==> src/rtl/temp_entry_pkg.sv <==
// Shared types and constants for the push-button temperature entry block.
// Provides the FSM state encoding, the edit-digit codes, default parameters,
// the committed-value payload struct and a wrapping BCD digit step helper.
package temp_entry_pkg;

   localparam int unsigned TEMP_W                  = 6;
   localparam int unsigned DIGIT_W                 = 4;
   localparam int unsigned SEL_W                   = 2;
   localparam int unsigned BIN_W                   = 7;
   localparam int unsigned TEMP_MAX_DEFAULT        = 63;
   localparam int unsigned DEBOUNCE_CYCLES_DEFAULT = 500000;

   typedef enum logic [2:0] {
      ENTRY_IDLE      = 3'd0,
      ENTRY_EDIT_SIGN = 3'd1,
      ENTRY_EDIT_TENS = 3'd2,
      ENTRY_EDIT_ONES = 3'd3,
      ENTRY_EDIT_FRAC = 3'd4,
      ENTRY_CONVERT   = 3'd5
   } entry_state_e;

   localparam logic [SEL_W-1:0] EDIT_DIGIT_FRAC = 2'd0;
   localparam logic [SEL_W-1:0] EDIT_DIGIT_ONES = 2'd1;
   localparam logic [SEL_W-1:0] EDIT_DIGIT_TENS = 2'd2;
   localparam logic [SEL_W-1:0] EDIT_DIGIT_SIGN = 2'd3;

   // Committed temperature as handed to the monitor
   typedef struct packed {
      logic               sign;
      logic [TEMP_W-1:0]  temp;
      logic [DIGIT_W-1:0] frac;
   } temp_val_t;

   // Step a digit up or down over 0..max with wrap-around
   function automatic logic [DIGIT_W-1:0] digit_step(
      input logic [DIGIT_W-1:0] d,
      input logic [DIGIT_W-1:0] max,
      input logic               up
   );
      if (up) return (d >= max) ? '0 : d + DIGIT_W'(1);
      else    return (d == '0)  ? max : d - DIGIT_W'(1);
   endfunction

endpackage

==> src/rtl/temp_entry_if.sv <==
// Key and result bundle of temp_entry.
// master: drives the raw active-low keys, receives committed value and staging view.
// slave : the entry block itself.
interface temp_entry_if;
   import temp_entry_pkg::*;

   logic                key_sel_n;
   logic                key_inc_n;
   logic                key_dec_n;
   logic                key_commit_n;
   logic [TEMP_W-1:0]   temp;
   logic [DIGIT_W-1:0]  temp_frac;
   logic                temp_sign;
   logic                temp_valid;
   logic                clamped;
   logic                edit_active;
   logic [SEL_W-1:0]    edit_digit;
   logic [DIGIT_W-1:0]  stg_tens;
   logic [DIGIT_W-1:0]  stg_ones;
   logic [DIGIT_W-1:0]  stg_frac;
   logic                stg_sign;

   modport master (
      output key_sel_n, key_inc_n, key_dec_n, key_commit_n,
      input  temp, temp_frac, temp_sign, temp_valid, clamped,
             edit_active, edit_digit, stg_tens, stg_ones, stg_frac, stg_sign
   );

   modport slave (
      input  key_sel_n, key_inc_n, key_dec_n, key_commit_n,
      output temp, temp_frac, temp_sign, temp_valid, clamped,
             edit_active, edit_digit, stg_tens, stg_ones, stg_frac, stg_sign
   );

endinterface

==> src/rtl/temp_entry_key_debounce.sv <==
// Raw push-button conditioner: 2-FF synchroniser, stability counter, press edge.
// Ports: clk, rst_n (async active-low), key_n (raw active-low button),
//        press (1-cycle pulse per accepted high->low transition, registered).
module temp_entry_key_debounce #(
   parameter int unsigned DEBOUNCE_CYCLES = 4
) (
   input  logic clk,
   input  logic rst_n,
   input  logic key_n,
   output logic press
);

   localparam int unsigned      CNT_W    = (DEBOUNCE_CYCLES > 1) ? $clog2(DEBOUNCE_CYCLES) : 1;
   localparam logic [CNT_W-1:0] CNT_LAST = CNT_W'(DEBOUNCE_CYCLES - 1);

   logic [1:0]       r_sync;
   logic             r_level;
   logic [CNT_W-1:0] r_cnt;
   logic             r_press;
   logic             w_synced;

   assign w_synced = r_sync[1];
   assign press    = r_press;

   // Counter runs only while the synced level differs from the accepted one;
   // any return to the accepted level reloads it, so only a full stable run is taken.
   always_ff @(posedge clk or negedge rst_n) begin
      if (!rst_n) begin
         r_sync  <= 2'b11;
         r_level <= 1'b1;
         r_cnt   <= '0;
         r_press <= 1'b0;
      end else begin
         r_sync  <= {r_sync[0], key_n};
         r_press <= 1'b0;
         if (w_synced == r_level) begin
            r_cnt <= '0;
         end else if (r_cnt == CNT_LAST) begin
            r_level <= w_synced;
            r_cnt   <= '0;
            r_press <= ~w_synced;
         end else begin
            r_cnt <= r_cnt + CNT_W'(1);
         end
      end
   end

endmodule

==> src/rtl/temp_entry.sv <==
// Push-button temperature editor: debounced keys drive a digit-by-digit BCD
// editor whose staging digits are decoded to sign / binary integer / tenths on commit.
// Ports: clk, rst_n (async active-low), bus (temp_entry_if.slave: raw keys in,
//        committed value, valid/clamped pulses, edit status and staging digits out).
module temp_entry
   import temp_entry_pkg::*;
#(
   parameter int unsigned DEBOUNCE_CYCLES = DEBOUNCE_CYCLES_DEFAULT,
   parameter int unsigned TEMP_MAX        = TEMP_MAX_DEFAULT
) (
   input  logic         clk,
   input  logic         rst_n,
   temp_entry_if.slave  bus
);

   localparam logic [DIGIT_W-1:0] DIGIT_MAX  = DIGIT_W'(9);
   localparam logic [DIGIT_W-1:0] TENS_MAX   = DIGIT_W'(TEMP_MAX / 10);
   localparam logic [DIGIT_W-1:0] CLAMP_ONES = DIGIT_W'(TEMP_MAX % 10);
   localparam logic [BIN_W-1:0]   BIN_MAX    = BIN_W'(TEMP_MAX);

   logic w_sel, w_inc, w_dec, w_commit;

   entry_state_e       r_state, w_state_nxt;
   logic [DIGIT_W-1:0] r_stg_tens, r_stg_ones, r_stg_frac;
   logic [DIGIT_W-1:0] w_stg_tens, w_stg_ones, w_stg_frac;
   logic               r_stg_sign, w_stg_sign;
   temp_val_t          r_commit, w_commit_nxt;
   logic               r_valid, w_valid_nxt;
   logic               r_clamped, w_clamped_nxt;
   logic               r_edit_active, w_edit_active_nxt;
   logic [SEL_W-1:0]   r_edit_digit, w_edit_digit_nxt;
   logic [BIN_W-1:0]   w_bin;
   logic               w_step, w_up;

   temp_entry_key_debounce #(.DEBOUNCE_CYCLES(DEBOUNCE_CYCLES)) u_deb_sel (
      .clk(clk), .rst_n(rst_n), .key_n(bus.key_sel_n), .press(w_sel));
   temp_entry_key_debounce #(.DEBOUNCE_CYCLES(DEBOUNCE_CYCLES)) u_deb_inc (
      .clk(clk), .rst_n(rst_n), .key_n(bus.key_inc_n), .press(w_inc));
   temp_entry_key_debounce #(.DEBOUNCE_CYCLES(DEBOUNCE_CYCLES)) u_deb_dec (
      .clk(clk), .rst_n(rst_n), .key_n(bus.key_dec_n), .press(w_dec));
   temp_entry_key_debounce #(.DEBOUNCE_CYCLES(DEBOUNCE_CYCLES)) u_deb_commit (
      .clk(clk), .rst_n(rst_n), .key_n(bus.key_commit_n), .press(w_commit));

   // tens*10 + ones as shift-and-add, wide enough for 99
   assign w_bin = {r_stg_tens, 3'b000} + {2'b00, r_stg_tens, 1'b0} + {3'b000, r_stg_ones};

   // Digit edit request after priority (commit > sel > inc > dec); inc wins over dec
   assign w_step = ~w_commit & ~w_sel & (w_inc | w_dec);
   assign w_up   = w_inc;

   // State register
   always_ff @(posedge clk or negedge rst_n) begin
      if (!rst_n) r_state <= ENTRY_IDLE;
      else        r_state <= w_state_nxt;
   end

   // Next state, digit edits and conversion
   always_comb begin
      w_state_nxt       = r_state;
      w_stg_tens        = r_stg_tens;
      w_stg_ones        = r_stg_ones;
      w_stg_frac        = r_stg_frac;
      w_stg_sign        = r_stg_sign;
      w_commit_nxt      = r_commit;
      w_valid_nxt       = 1'b0;
      w_clamped_nxt     = 1'b0;
      w_edit_active_nxt = 1'b0;
      w_edit_digit_nxt  = EDIT_DIGIT_FRAC;

      case (r_state)
         ENTRY_IDLE: begin
            if (!w_commit && w_sel) w_state_nxt = ENTRY_EDIT_SIGN;
         end
         ENTRY_EDIT_SIGN: begin
            if (w_commit)    w_state_nxt = ENTRY_CONVERT;
            else if (w_sel)  w_state_nxt = ENTRY_EDIT_TENS;
            else if (w_step) w_stg_sign  = ~r_stg_sign;
         end
         ENTRY_EDIT_TENS: begin
            if (w_commit)    w_state_nxt = ENTRY_CONVERT;
            else if (w_sel)  w_state_nxt = ENTRY_EDIT_ONES;
            else if (w_step) w_stg_tens  = digit_step(r_stg_tens, TENS_MAX, w_up);
         end
         ENTRY_EDIT_ONES: begin
            if (w_commit)    w_state_nxt = ENTRY_CONVERT;
            else if (w_sel)  w_state_nxt = ENTRY_EDIT_FRAC;
            else if (w_step) w_stg_ones  = digit_step(r_stg_ones, DIGIT_MAX, w_up);
         end
         ENTRY_EDIT_FRAC: begin
            if (w_commit)    w_state_nxt = ENTRY_CONVERT;
            else if (w_sel)  w_state_nxt = ENTRY_EDIT_SIGN;
            else if (w_step) w_stg_frac  = digit_step(r_stg_frac, DIGIT_MAX, w_up);
         end
         ENTRY_CONVERT: begin
            w_state_nxt = ENTRY_IDLE;
            w_valid_nxt = 1'b1;
            if (w_bin > BIN_MAX) begin
               // Saturate and write the saturated digits back so the display agrees
               w_commit_nxt.temp = TEMP_W'(TEMP_MAX);
               w_commit_nxt.frac = DIGIT_MAX;
               w_commit_nxt.sign = r_stg_sign;
               w_clamped_nxt     = 1'b1;
               w_stg_tens        = TENS_MAX;
               w_stg_ones        = CLAMP_ONES;
               w_stg_frac        = DIGIT_MAX;
            end else begin
               w_commit_nxt.temp = TEMP_W'(w_bin);
               w_commit_nxt.frac = r_stg_frac;
               // -0.0 is reported as +0.0
               w_commit_nxt.sign = r_stg_sign & ((w_bin != '0) | (r_stg_frac != '0));
            end
         end
         default: w_state_nxt = ENTRY_IDLE;
      endcase

      case (w_state_nxt)
         ENTRY_EDIT_SIGN: begin w_edit_active_nxt = 1'b1; w_edit_digit_nxt = EDIT_DIGIT_SIGN; end
         ENTRY_EDIT_TENS: begin w_edit_active_nxt = 1'b1; w_edit_digit_nxt = EDIT_DIGIT_TENS; end
         ENTRY_EDIT_ONES: begin w_edit_active_nxt = 1'b1; w_edit_digit_nxt = EDIT_DIGIT_ONES; end
         ENTRY_EDIT_FRAC: begin w_edit_active_nxt = 1'b1; w_edit_digit_nxt = EDIT_DIGIT_FRAC; end
         default:         ;
      endcase
   end

   // Staging digits and registered outputs
   always_ff @(posedge clk or negedge rst_n) begin
      if (!rst_n) begin
         r_stg_tens    <= '0;
         r_stg_ones    <= '0;
         r_stg_frac    <= '0;
         r_stg_sign    <= 1'b0;
         r_commit      <= '0;
         r_valid       <= 1'b0;
         r_clamped     <= 1'b0;
         r_edit_active <= 1'b0;
         r_edit_digit  <= EDIT_DIGIT_FRAC;
      end else begin
         r_stg_tens    <= w_stg_tens;
         r_stg_ones    <= w_stg_ones;
         r_stg_frac    <= w_stg_frac;
         r_stg_sign    <= w_stg_sign;
         r_commit      <= w_commit_nxt;
         r_valid       <= w_valid_nxt;
         r_clamped     <= w_clamped_nxt;
         r_edit_active <= w_edit_active_nxt;
         r_edit_digit  <= w_edit_digit_nxt;
      end
   end

   assign bus.temp        = r_commit.temp;
   assign bus.temp_frac   = r_commit.frac;
   assign bus.temp_sign   = r_commit.sign;
   assign bus.temp_valid  = r_valid;
   assign bus.clamped     = r_clamped;
   assign bus.edit_active = r_edit_active;
   assign bus.edit_digit  = r_edit_digit;
   assign bus.stg_tens    = r_stg_tens;
   assign bus.stg_ones    = r_stg_ones;
   assign bus.stg_frac    = r_stg_frac;
   assign bus.stg_sign    = r_stg_sign;

endmodule
==> src/flat_wrapper.sv <==
// flat-port wrapper written by rule: the top's interface ports become plain ports
module temp_entry_flat import temp_entry_pkg::*;
#(
   parameter int unsigned DEBOUNCE_CYCLES = DEBOUNCE_CYCLES_DEFAULT,
   parameter int unsigned TEMP_MAX        = TEMP_MAX_DEFAULT
)
  (clk, rst_n, bus_key_sel_n, bus_key_inc_n, bus_key_dec_n, bus_key_commit_n, bus_temp, bus_temp_frac, bus_temp_sign, bus_temp_valid, bus_clamped, bus_edit_active, bus_edit_digit, bus_stg_tens, bus_stg_ones, bus_stg_frac, bus_stg_sign);
  temp_entry_if bus_i ();
  input  logic clk;
  input  logic rst_n;
  input wire logic [$bits(bus_i.key_sel_n)-1:0] bus_key_sel_n;
  input wire logic [$bits(bus_i.key_inc_n)-1:0] bus_key_inc_n;
  input wire logic [$bits(bus_i.key_dec_n)-1:0] bus_key_dec_n;
  input wire logic [$bits(bus_i.key_commit_n)-1:0] bus_key_commit_n;
  output wire logic [$bits(bus_i.temp)-1:0] bus_temp;
  output wire logic [$bits(bus_i.temp_frac)-1:0] bus_temp_frac;
  output wire logic [$bits(bus_i.temp_sign)-1:0] bus_temp_sign;
  output wire logic [$bits(bus_i.temp_valid)-1:0] bus_temp_valid;
  output wire logic [$bits(bus_i.clamped)-1:0] bus_clamped;
  output wire logic [$bits(bus_i.edit_active)-1:0] bus_edit_active;
  output wire logic [$bits(bus_i.edit_digit)-1:0] bus_edit_digit;
  output wire logic [$bits(bus_i.stg_tens)-1:0] bus_stg_tens;
  output wire logic [$bits(bus_i.stg_ones)-1:0] bus_stg_ones;
  output wire logic [$bits(bus_i.stg_frac)-1:0] bus_stg_frac;
  output wire logic [$bits(bus_i.stg_sign)-1:0] bus_stg_sign;
  assign bus_i.key_sel_n = bus_key_sel_n;
  assign bus_i.key_inc_n = bus_key_inc_n;
  assign bus_i.key_dec_n = bus_key_dec_n;
  assign bus_i.key_commit_n = bus_key_commit_n;
  assign bus_temp = bus_i.temp;
  assign bus_temp_frac = bus_i.temp_frac;
  assign bus_temp_sign = bus_i.temp_sign;
  assign bus_temp_valid = bus_i.temp_valid;
  assign bus_clamped = bus_i.clamped;
  assign bus_edit_active = bus_i.edit_active;
  assign bus_edit_digit = bus_i.edit_digit;
  assign bus_stg_tens = bus_i.stg_tens;
  assign bus_stg_ones = bus_i.stg_ones;
  assign bus_stg_frac = bus_i.stg_frac;
  assign bus_stg_sign = bus_i.stg_sign;
  temp_entry #(.DEBOUNCE_CYCLES(DEBOUNCE_CYCLES), .TEMP_MAX(TEMP_MAX)) u_core (.clk(clk), .rst_n(rst_n), .bus(bus_i));
endmodule
==> config.mk <==
export PLATFORM = sky130hd
export DESIGN_NAME = temp_entry_flat
export DESIGN_NICKNAME = d
export VERILOG_FILES = /design/src/rtl/temp_entry_pkg.sv /design/src/rtl/temp_entry_if.sv /design/src/rtl/temp_entry_key_debounce.sv /design/src/rtl/temp_entry.sv /design/src/flat_wrapper.sv
export SDC_FILE = /design/constraint.sdc
export NUM_CORES = 1
export LEC_CHECK = 0
export CAP_MARGIN = 0
export CELL_PAD_IN_SITES_DETAIL_PLACEMENT = 0
export CELL_PAD_IN_SITES_GLOBAL_PLACEMENT = 2
export CORE_ASPECT_RATIO = 0.6
export CORE_MARGIN = 5
export CORE_UTILIZATION = 35
export DETAILED_ROUTE_END_ITERATION = 8
export GPL_ROUTABILITY_DRIVEN = 0
export PLACE_DENSITY_LB_ADDON = 0.05
export SETUP_SLACK_MARGIN = 0.02
export SLEW_MARGIN = 0
export SYNTH_ARGS = -nofsm -noshare
export SYNTH_HDL_FRONTEND = slang
export SYNTH_SLANG_ARGS = --single-unit
==> constraint.sdc <==
create_clock -name clk -period 2.35 [get_ports clk]
set_input_delay 0.47 -clock clk [delete_from_list [all_inputs] [get_ports clk]]
set_output_delay 0.47 -clock clk [all_outputs]
set_load 0.02 [all_outputs]
==> results.rst, run 1 <==
.. list-table::
   :header-rows: 1

   * - Metric
     - Value
   * - Share of cell area taken by muxes after synthesis
     - 0.0135
   * - Worst IR Drop VDD
     - 0.443 mV
   * - Critical path required time
     - 2.65 ns
   * - Register cell area after layout
     - 3120 µm²
   * - Number of nets still failing antenna checks after routing
     - 0
   * - Final core area utilization
     - 0.443
   * - Reg-to-reg setup timing slack
     - 0.12 ns
   * - Longest Clk Path Bufs
     - 2
   * - GR Layer Usage met2
     - 0.203
   * - Post-detailed-placement half-perimeter wirelength
     - 10,700 µm
   * - Reg2reg end
     - u_core.bus.stg_tens[0]
   * - Total area of multi-input combinational cells
     - 3210 µm²
   * - Sw Share
     - 0.204
   * - DR vias
     - 5,032
   * - X dimension of the die
     - 186 µm
   * - Top Usage Layer GRT
     - met1
   * - First-pass detailed-route iteration total
     - 5
   * - Worst r2r path cells
     - 8
   * - Post-route setup slack
     - 0.123 ns
   * - Max Freq
     - 449 MHz
   * - Initial core utilization
     - 0.358
   * - Skew final
     - 0.00624 ns
   * - Async S/R FF share, synth
     - 1.00
   * - Die H
     - 116 µm
   * - Floorplan Core Area
     - 18,200 µm²
   * - TritonCTS clock tree
     - built
   * - Insertion delay of the later-clocked pin in the worst-skew pair
     - 0.42 ns
   * - Synth Area in Simple Gates
     - 0.236
   * - Primary FF master, synth
     - dfrtp_1
   * - Internal Pwr Total
     - 0.00422 W
   * - I/O pins
     - 35
   * - Synthesized-area fraction occupied by ao, oa, aoi and oai cells
     - 0.115
   * - Setup violations, final
     - 0
   * - Fraction of layout cells with a size suffix above 1
     - 0.158
   * - Maximum single-stage delay on the critical path
     - 0.53 ns
   * - Unrepaired setup endpoints after global routing
     - no
   * - Data arrival time at the worst-slack endpoint
     - 2.53 ns
   * - Routing usage on met1
     - 0.231
   * - Critical setup path kind
     - register to register
   * - Number of distinct library cell variants in the gate-level netlist after synthesis
     - 65
   * - Transition at the pin with the smallest max-transition slack
     - 0.532 ns
   * - P_sw
     - 0.00108 W
   * - Pins Over Slew Limit
     - 0
   * - Worst slew margin
     - 0.644
   * - Number of antenna violations at the first check in global routing
     - 0
   * - Launch point of the critical path
     - u_core.bus.stg_ones[3]
   * - Logic pwr share
     - 0.024
   * - Kind of cell adding the most delay to the critical path
     - adder cells
   * - Layout filler cell count
     - 1,768
   * - Final critical-path share of the clock period
     - 0.948
   * - Residual overflow from global routing
     - 0
   * - Die area
     - 21,500 µm²
   * - Slowest-stage cell, CP
     - fa_1
   * - First-pass GRT wire length
     - 25,400 µm
   * - Sequential-to-total area share from yosys stat
     - 0.480
   * - Critical path capture point type
     - register
   * - Area of the mapped netlist
     - 6500 µm²
   * - Power density over the cells
     - 659 nW/µm²
   * - Critical path peak fanout
     - 6
   * - PortBufs
     - 34
   * - Clock transition time at the flip-flop clock pins of the worst setup and hold paths
     - 0.06 ns
   * - Gate count after technology mapping
     - 661
   * - Syn nets
     - 690
   * - Area added between synthesis and finish
     - 23.8%
   * - Avg Cell Area, Syn
     - 9.83 µm²
   * - Critical Path, Cell by Cell
     - inv_4 -> fa_1 -> inv_1 -> fa_2 -> nand3_2 -> a21o_2 -> nand3_4 -> a31o_2
   * - Wire per inst
     - 15.5 µm
   * - Flops & latches, synth
     - 124
   * - Sequential share of power
     - 0.413
   * - First DRT Iteration DRCs
     - 295
   * - Mean number of vias per cell
     - 5.12
   * - Std-Cell Rows
     - 38
   * - Synthesized-area fraction occupied by xor and xnor cells
     - 0.0782
   * - Final routed wirelength across all metal layers
     - 15,200 µm
   * - Total number of clock tree sinks
     - 124
   * - Period minus WS final
     - 2.23 ns
   * - Post-layout nets
     - 758
   * - CTS buffer count
     - 17
   * - Overall power
     - 0.00530 W
   * - CTS root buffer
     - clkbuf_16
   * - Vias in the first global route
     - 4,929
   * - Number of warning messages in the yosys log
     - 0
   * - Static leakage power
     - 3.30 nW
   * - Total of max-cap violations
     - 0
   * - Met3 Use GR
     - 0.0414
   * - Antenna cells
     - 0
   * - Sum of negative setup slack
     - 0 ns
   * - Worst setup SP type
     - register
   * - Status
     - complete, no violations
   * - Post-route DRC
     - 0
   * - Origin of the critical flop-to-flop path
     - u_core.bus.stg_ones[3]
   * - Final-report hold violation count
     - 0
   * - Number of buffers and inverters on the critical path
     - 2
   * - Setup repair bufs after CTS
     - 0
   * - Dominant combinational cell family by area after synthesis
     - simple AND/OR/NAND/NOR gates
   * - Post-synthesis share of cell area spent on full adders, half adders and majority gates
     - 0.0466
   * - Total Routing Usage GR
     - 0.150
   * - Largest net degree at the start of global routing
     - 77
   * - Clock share of power
     - 0.563
   * - Number of enable-type register cells in the synthesized netlist
     - 0
   * - Worst setup timing slack at the placement stage
     - 0.00275 ns
   * - Path type of the worst min-delay path
     - input port to asynchronous set/reset pin
   * - CTS H-tree lvls
     - 4
==> kinds of logic after synthesis <==
group / after synthesis
buf+inv: 53
fa+ha+maj: 23
simple gates: 287
mux: 7
compound gates: 109
flops: 124
xor+xnor: 58
==> per-stage QoR <==
step	cell area (µm²)	hold WS, ns	std cells
finish	8050	0.0467	982
global route	8050	0.0622	982
CTS	8030	0.0400	981
detailed placement	7350	0.347	949
global placement	7350	0.348	949
floorplan	6530	0.174	661
==> flip-flops by register name (all words and copies together), names as in the netlist, 2 cells and up <==
signal,cells
u_core.u_deb_dec.r_sync,2
u_core.u_deb_inc.r_cnt,19
u_core.u_deb_sel.r_sync,2
u_core.bus.stg_ones,4
u_core.u_deb_commit.r_sync,2
u_core.bus.stg_frac,4
u_core.bus.temp,6
u_core.bus.stg_tens,4
u_core.u_deb_sel.r_cnt,19
u_core.u_deb_inc.r_sync,2
u_core.u_deb_commit.r_cnt,19
u_core.r_state,3
u_core.u_deb_dec.r_cnt,19
u_core.bus.edit_digit,2
u_core.bus.temp_frac,4
==> how the worst max path moves through the flow <==
stage          slack [ns]                      end  cells after the start
2_1_floorplan        0.05   u_core.bus.stg_ones[3]                      8
3_3_place_gp         0.01   u_core.bus.stg_tens[0]                      8
3_5_place_dp        0.003   u_core.bus.stg_tens[0]                      8
4_1_cts              0.06  u_core.bus.temp_frac[2]                      8
5_1_grt              0.04   u_core.bus.stg_tens[2]                      8
6_report             0.12   u_core.bus.stg_tens[0]                      8
==> synthesized netlist by cell type (17+ instances only) <==
cell type  instances  share of area
dfrtp_1          112           0.43
nor2_1            88          0.051
xnor2_1           41          0.055
a21oi_1           38          0.029
nand3_1           36          0.028
inv_1             33          0.019
nand2_1           32          0.018
ha_1              21          0.040
nor4_1            21          0.020
nor3_1            17          0.013
xor2_1            17          0.023
==> metal layers <==
metal,vias to the layer above,routed length [µm],share of wire
li1,2520,-,-
met1,2437,8250,0.54
met2,69,6250,0.41
met3,6,644,0.042
met4,0,106,0.0070
met5,-,0,0
==> repair_timing <==
| action | 4_1_cts | 5_1_grt |
|---|---|---|
| hold buffers | 0 | 0 |
| pin swaps | 0 | 1 |
| cloned | 0 | 1 |
| gates resized for setup | 1 | 3 |
| endpoints found under the setup margin | 4 | 10 |
==> cells in the final DEF, fill, tap and decap left out, types with 12 or more instances in the layout <==
master and n:
dfrtp_1 109, clkbuf_16 17, buf_4 33, nand4_1 16, xnor2_1 41, o21ai_0 15, dfstp_2 12, inv_1 31
ha_1 21, nand2_1 31, xor2_1 17, nor2_1 88, nor3_1 17, a21oi_1 38, or3_1 16, clkdlybuf4s50_1 33
nand3_1 33, nor4_1 21
==> power by group through the flow <==
stage / registers [W] / clock network [W] / logic [W]
after floorplan: 0.00222 / 0 / 0.0000524
after global placement: 0.00222 / 0 / 0.000134
after detailed placement: 0.00222 / 0 / 0.000135
after CTS: 0.00219 / 0.00306 / 0.000136
after global routing: 0.00219 / 0.00316 / 0.000152
final: 0.00219 / 0.00298 / 0.000129
==> layout make-up <==
class                           instances  share of cell area
Multi-Input combinational cell        485               0.400
Sequential cell                       124               0.388
Timing Repair Buffer                   68              0.0768
Clock buffer                           20              0.0555
Tap cell                              240              0.0373
Clock inverter                         12              0.0271
Inverter                               33              0.0157
(Power assumes the default switching activity.)
==> run 2, diff against run 1 <==
--- a/constraint.sdc
+++ b/constraint.sdc
@@ -3,2 +3,2 @@
 set_output_delay 0.47 -clock clk [all_outputs]
-set_load 0.02 [all_outputs]
+set_load 0.01 [all_outputs]
==> run 2 against run 1 <==
Sequential power about the same. Critical endpoint is now u_core.bus.stg_ones[2]. Critical path depth is 1 higher. Sequential share of layout area is 0.084 points lower. Fmax fell by 1.7%. Worst hold slack got worse by 0.038 ns. Routed wire length is 0.91% higher.
==> results.rst, run 2 (synthesis gave the netlist of run 1 again) <==
.. list-table::
   :header-rows: 1

   * - Metric
     - Value
   * - Status
     - complete, no violations
   * - Critical setup path kind
     - register to register
   * - Antenna cells
     - 0
   * - Setup violations, final
     - 0
   * - Worst setup SP type
     - register
   * - Origin of the critical flop-to-flop path
     - u_core.bus.stg_ones[3]
   * - Most frequent standard cell in the layout excluding fill and tap cells
     - dfrtp_1
   * - Path type of the worst min-delay path
     - input port to asynchronous set/reset pin
   * - Worst IR Drop VDD
     - 0.458 mV
   * - P_sw
     - 0.00112 W
   * - Worst setup timing slack at the placement stage
     - -0.0169 ns
   * - Maximum single-stage delay on the critical path
     - 0.58 ns
   * - Fraction of layout cells with a size suffix above 1
     - 0.157
   * - Wire per inst
     - 15.7 µm
   * - Power density over the cells
     - 654 nW/µm²
   * - Total area of multi-input combinational cells
     - 3210 µm²
   * - Data arrival time at the worst-slack endpoint
     - 2.57 ns
   * - Final core area utilization
     - 0.444
   * - Final routed wirelength across all metal layers
     - 15,400 µm
   * - Slowest-stage cell, CP
     - fa_1
   * - Final critical-path share of the clock period
     - 0.964
   * - Initial core utilization
     - 0.358
   * - Static leakage power
     - 3.30 nW
   * - Worst r2r path cells
     - 9
   * - Post-route setup slack
     - 0.0839 ns
   * - I/O pins
     - 35
   * - Total of max-cap violations
     - 0
   * - Critical Path, Cell by Cell
     - inv_2 -> fa_1 -> inv_2 -> fa_2 -> nand3_2 -> a21o_1 -> nand3_2 -> buf_12 -> a32o_1
   * - CTS buffer count
     - 17
   * - Floorplan Core Area
     - 18,200 µm²
   * - Critical path capture point type
     - register
   * - Internal Pwr Total
     - 0.00415 W
   * - Number of nets still failing antenna checks after routing
     - 0
   * - Largest net degree at the start of global routing
     - 62
   * - Skew final
     - 0.0103 ns
   * - Die area
     - 21,500 µm²
   * - First-pass GRT wire length
     - 26,200 µm
   * - Critical path required time
     - 2.65 ns
   * - Total Routing Usage GR
     - 0.154
   * - Total number of clock tree sinks
     - 124
   * - Insertion delay of the later-clocked pin in the worst-skew pair
     - 0.42 ns
   * - First-pass detailed-route iteration total
     - 5
   * - Post-layout nets
     - 759
   * - Std-Cell Rows
     - 38
   * - Final instance area
     - 8060 µm²
   * - Reg-to-reg setup timing slack
     - 0.08 ns
   * - Sw Share
     - 0.212
   * - Final-report hold violation count
     - 0
   * - X dimension of the die
     - 186 µm
   * - DR vias
     - 5,098
   * - Post-route DRC
     - 0
   * - Commonest cells after routing, fill and taps aside
     - dfrtp_1 (109), nor2_1 (88), xnor2_1 (41)
   * - Die H
     - 116 µm
   * - Number of antenna violations at the first check in global routing
     - 0
   * - Critical path peak fanout
     - 12
   * - Area added between synthesis and finish
     - 24.1%
   * - Clock share of power
     - 0.560
   * - Residual overflow from global routing
     - 0
   * - Longest Clk Path Bufs
     - 2
   * - Period minus WS final
     - 2.27 ns
   * - Unrepaired setup endpoints after global routing
     - yes
   * - Register cell area after layout
     - 3120 µm²
   * - Worst slack on hold paths
     - 0.00830 ns
   * - Sequential share of power
     - 0.415
   * - Vias in the first global route
     - 4,979
   * - Max Freq
     - 441 MHz
   * - Post-detailed-placement half-perimeter wirelength
     - 10,900 µm
   * - CTS H-tree lvls
     - 4
   * - Transition at the pin with the smallest max-transition slack
     - 0.482 ns
   * - Cell area after placement
     - 7360 µm²
   * - Logic pwr share
     - 0.024
   * - PortBufs
     - 34
   * - Mean number of vias per cell
     - 5.19
   * - Clock transition time at the flip-flop clock pins of the worst setup and hold paths
     - 0.06 ns
   * - Worst slew margin
     - 0.674
   * - TritonCTS clock tree
     - built
   * - CTS root buffer
     - clkbuf_16
   * - Layout filler cell count
     - 1,716
   * - First DRT Iteration DRCs
     - 336
   * - Pins Over Slew Limit
     - 0
   * - Reg2reg end
     - u_core.bus.stg_ones[2]
[run 2: cell count changes in the layout (fill, tap and decap cells not counted), moves of 2 or more]
cell,change
a31o_2,-2
a31o_4,+2
clkbuf_1,-2
clkinv_2,-3
clkinvlp_4,+3
inv_6,+2
[run 2: what timing repair did]
action	4_1_cts	5_1_grt
pin swaps	2	1
hold buffers	0	0
gates resized for setup	1	3
endpoints found under the setup margin	5	10
cloned	0	0
setup buffers	0	2
[run 2: through the flow]
stage                     TNS (ns)  total power [W]  cells
final                            0          0.00527    983
after global routing        -0.127          0.00547    983
after CTS                        0          0.00536    981
after detailed placement   -0.0285          0.00236    949
after global placement           0          0.00236    949
after floorplan                  0          0.00227    661
[run 2: final cells by class]
class | instances | share of cell area
tap | 240 | 0.0372
clock inverter | 13 | 0.0264
timing repair buffer | 70 | 0.0801
inverter | 33 | 0.0154
sequential | 124 | 0.387
clock buffer | 19 | 0.0562
multi-input combinational | 484 | 0.398
[run 2: metal layers]
layer | track usage | wire length [µm] | vias up
met2 | 0.215 | 6350 | 74
met4 | 0.0471 | 164 | 0
li1 | - | - | 2515
met5 | 0 | 0 | -
met3 | 0.0342 | 601 | 15
met1 | 0.237 | 8270 | 2494
[run 2: worst max path at each step]
stage,slack [ns],endpoint,startpoint
6_report,0.08,u_core.bus.stg_ones[2],u_core.bus.stg_ones[3]
5_1_grt,-0.04,u_core.bus.temp_frac[2],u_core.bus.stg_ones[3]
4_1_cts,0.05,u_core.bus.temp_frac[2],u_core.bus.stg_ones[3]
3_5_place_dp,-0.02,u_core.bus.stg_tens[0],u_core.bus.stg_ones[3]
3_3_place_gp,0.05,u_core.bus.stg_tens[0],u_core.bus.stg_ones[3]
2_1_floorplan,0.03,u_core.bus.stg_ones[3],u_core.bus.stg_ones[3]
[run 2: critical path: cells and delay by family, from the launching register on]
| family | cells | cell delay, ns |
|---|---|---|
| AND/OR/NAND/NOR | 2 | 0.20 |
| adder cells (fa/ha/maj) | 2 | 0.93 |
| AO/OA/AOI/OAI | 2 | 0.38 |
| flip-flops | 1 | 0.37 |
| buffers and inverters | 3 | 0.27 |
[run 2: power groups by stage]
stage               Sequential (W)  Combinational [W]  Clock [W]
finish                     0.00219           0.000128    0.00295
global route               0.00219           0.000150    0.00313
CTS                        0.00219           0.000133    0.00303
detailed placement         0.00223           0.000133          0
global placement           0.00222           0.000131          0
floorplan                  0.00222          0.0000524          0
==> RTL change: new RTL, config.mk and constraints of run 1 <==
Set the package constant `TEMP_MAX_DEFAULT` to 47 (it was 63).
--- a/src/rtl/temp_entry_pkg.sv
+++ b/src/rtl/temp_entry_pkg.sv
@@ -9,3 +9,3 @@
    localparam int unsigned BIN_W                   = 7;
-   localparam int unsigned TEMP_MAX_DEFAULT        = 63;
+   localparam int unsigned TEMP_MAX_DEFAULT        = 47;
    localparam int unsigned DEBOUNCE_CYCLES_DEFAULT = 500000;
Formal check against the unedited RTL: same outputs for any inputs over 10 cycles, from zero or initial values and one cycle with rst_n low; that may be too few to reach the edited logic, so the function may still have changed.
==> RTL change against run 1 <==
- the run now ends with setup timing left
- worst setup slack got worse by 0.34 ns
- final cell count fell by 4.6%
- final area fell by 3.2%
- sequential cell count did not move
- clock skew barely moved
- synthesized cell count fell by 6.1%
- fmax fell by 13%
- sequential power barely moved
- routed wire length fell by 9.5%
- critical path depth rose by 1
- synthesized area fell by 3.6%
- power barely moved
- highest routed layer unchanged
==> RTL change: results (changes against run 1) <==
INFO  metric yosysUniqueCellTypes = 67 (was 65)
INFO  metric worst_path_max_delay_cell = sky130_fd_sc_hd__or4_4 (was sky130_fd_sc_hd__fa_1)
INFO  metric preCtsSetupSlack = -0.194 ns (was 0.00275 ns)
INFO  metric cp-startpoint = u_core.bus.stg_tens[0] (was u_core.bus.stg_ones[3])
INFO  metric final.fill_count = 1640 (was 1768)
INFO  metric grt_start_max_net_pins = 63 (was 77)
INFO  metric final_critical_path_setup_slack = -0.214 ns (was 0.123 ns)
INFO  metric final-seq-area = 3120 sq um (about the same)
INFO  metric detailed_place.area = 7070 sq um (was 7350 sq um)
INFO  metric synthesis.instances = 621 (was 661)
INFO  metric status = complete, but fails checks (was completed)
INFO  metric firstDrtPassIters = 4 (was 5)
INFO  metric timing.critical_path.arrival = 2.89 ns (was 2.53 ns)
INFO  metric max_stage_delay = 0.55 ns (was 0.53 ns)
INFO  metric fin_skew = 0.00668 ns (was 0.00624 ns)
INFO  metric report.final.setup_viol = 22 (was 0)
INFO  metric mappedNetlistNets = 648 (was 690)
INFO  metric slew_margin_rel = 57.7% (was 64.4%)
INFO  metric grtUsageTotal = 14.2% (was 15.0%)
INFO  metric crit_end = u_core.bus.stg_ones[0] (was u_core.bus.stg_tens[0])
INFO  metric max-vdd-ir-drop = 0.416 mV (was 0.443 mV)
INFO  metric placedCellCount = 903 (was 949)
INFO  metric synth.top_cells.by_area = sky130_fd_sc_hd__dfrtp_1 45%, sky130_fd_sc_hd__xor2_1 7.1%, sky130_fd_sc_hd__nor2_1 6.1% (was sky130_fd_sc_hd__dfrtp_1 43%, sky130_fd_sc_hd__xnor2_1 5.5%, sky130_fd_sc_hd__nor2_1 5.1%)
INFO  metric power_leakage = 3.41 nW (was 3.30 nW)
INFO  metric timing.setup.tns = -3.09 ns (was 0 ns)
INFO  metric synth.cells.most_frequent = 112 x sky130_fd_sc_hd__dfrtp_1, 101 x sky130_fd_sc_hd__nor2_1, 53 x sky130_fd_sc_hd__nand2_1 (was 112 x sky130_fd_sc_hd__dfrtp_1, 88 x sky130_fd_sc_hd__nor2_1, 41 x sky130_fd_sc_hd__xnor2_1)
INFO  metric fraction_of_final_layout_cells_with_drive_strength_greater_than_1 = 15.8% (about the same)
INFO  metric number_of_drc_violations_after_detailed_routing_iteration_0 = 302 (was 295)
INFO  metric grt_pass1_wl = 23.7 mm (was 25.4 mm)
INFO  metric drt-vias-per-instance = 4.96 (was 5.12)
INFO  metric routedLengthMet1 = 7.41 mm (was 8.25 mm)
INFO  metric detail_route.wl_per_cell = 14.7 microns (was 15.5 microns)
INFO  metric wl_met2 = 5.71 mm (was 6.25 mm)
INFO  metric violations = setup timing
[RTL change: kinds of logic (layout without fill, tap and decap cells)]
logic type,count (synthesis),in the layout,share of synthesized area [%]
compound gates,61,61,6.53
xor+xnor,79,79,11.0
fa+ha+maj,21,21,4.44
buf+inv,39,121,2.86
flops,124,124,49.8
mux,7,7,1.52
simple gates,290,290,23.8
[RTL change: what timing repair did]
item / in CTS / in global routing
resized for setup: 3 / 3
setup buffers: 2 / 1
cloned: 0 / 0
endpoints found under the setup margin: 22 / 24
pin swaps: 1 / 4
[RTL change: power by group]
part	leakage [nW]	switching, mW	internal [mW]
combinational	1.41	0.0798	0.0345
clock	0.327	0.949	2.05
sequential	1.67	0.0234	2.17
[RTL change: layout make-up]
class                           count  area share [%]
Clock buffer                       21            5.91
Clock inverter                     11            2.76
Inverter                           27            1.40
Multi-Input combinational cell    458            38.6
Sequential cell                   124            40.1
Tap cell                          234            3.76
Timing Repair Buffer               62            7.41
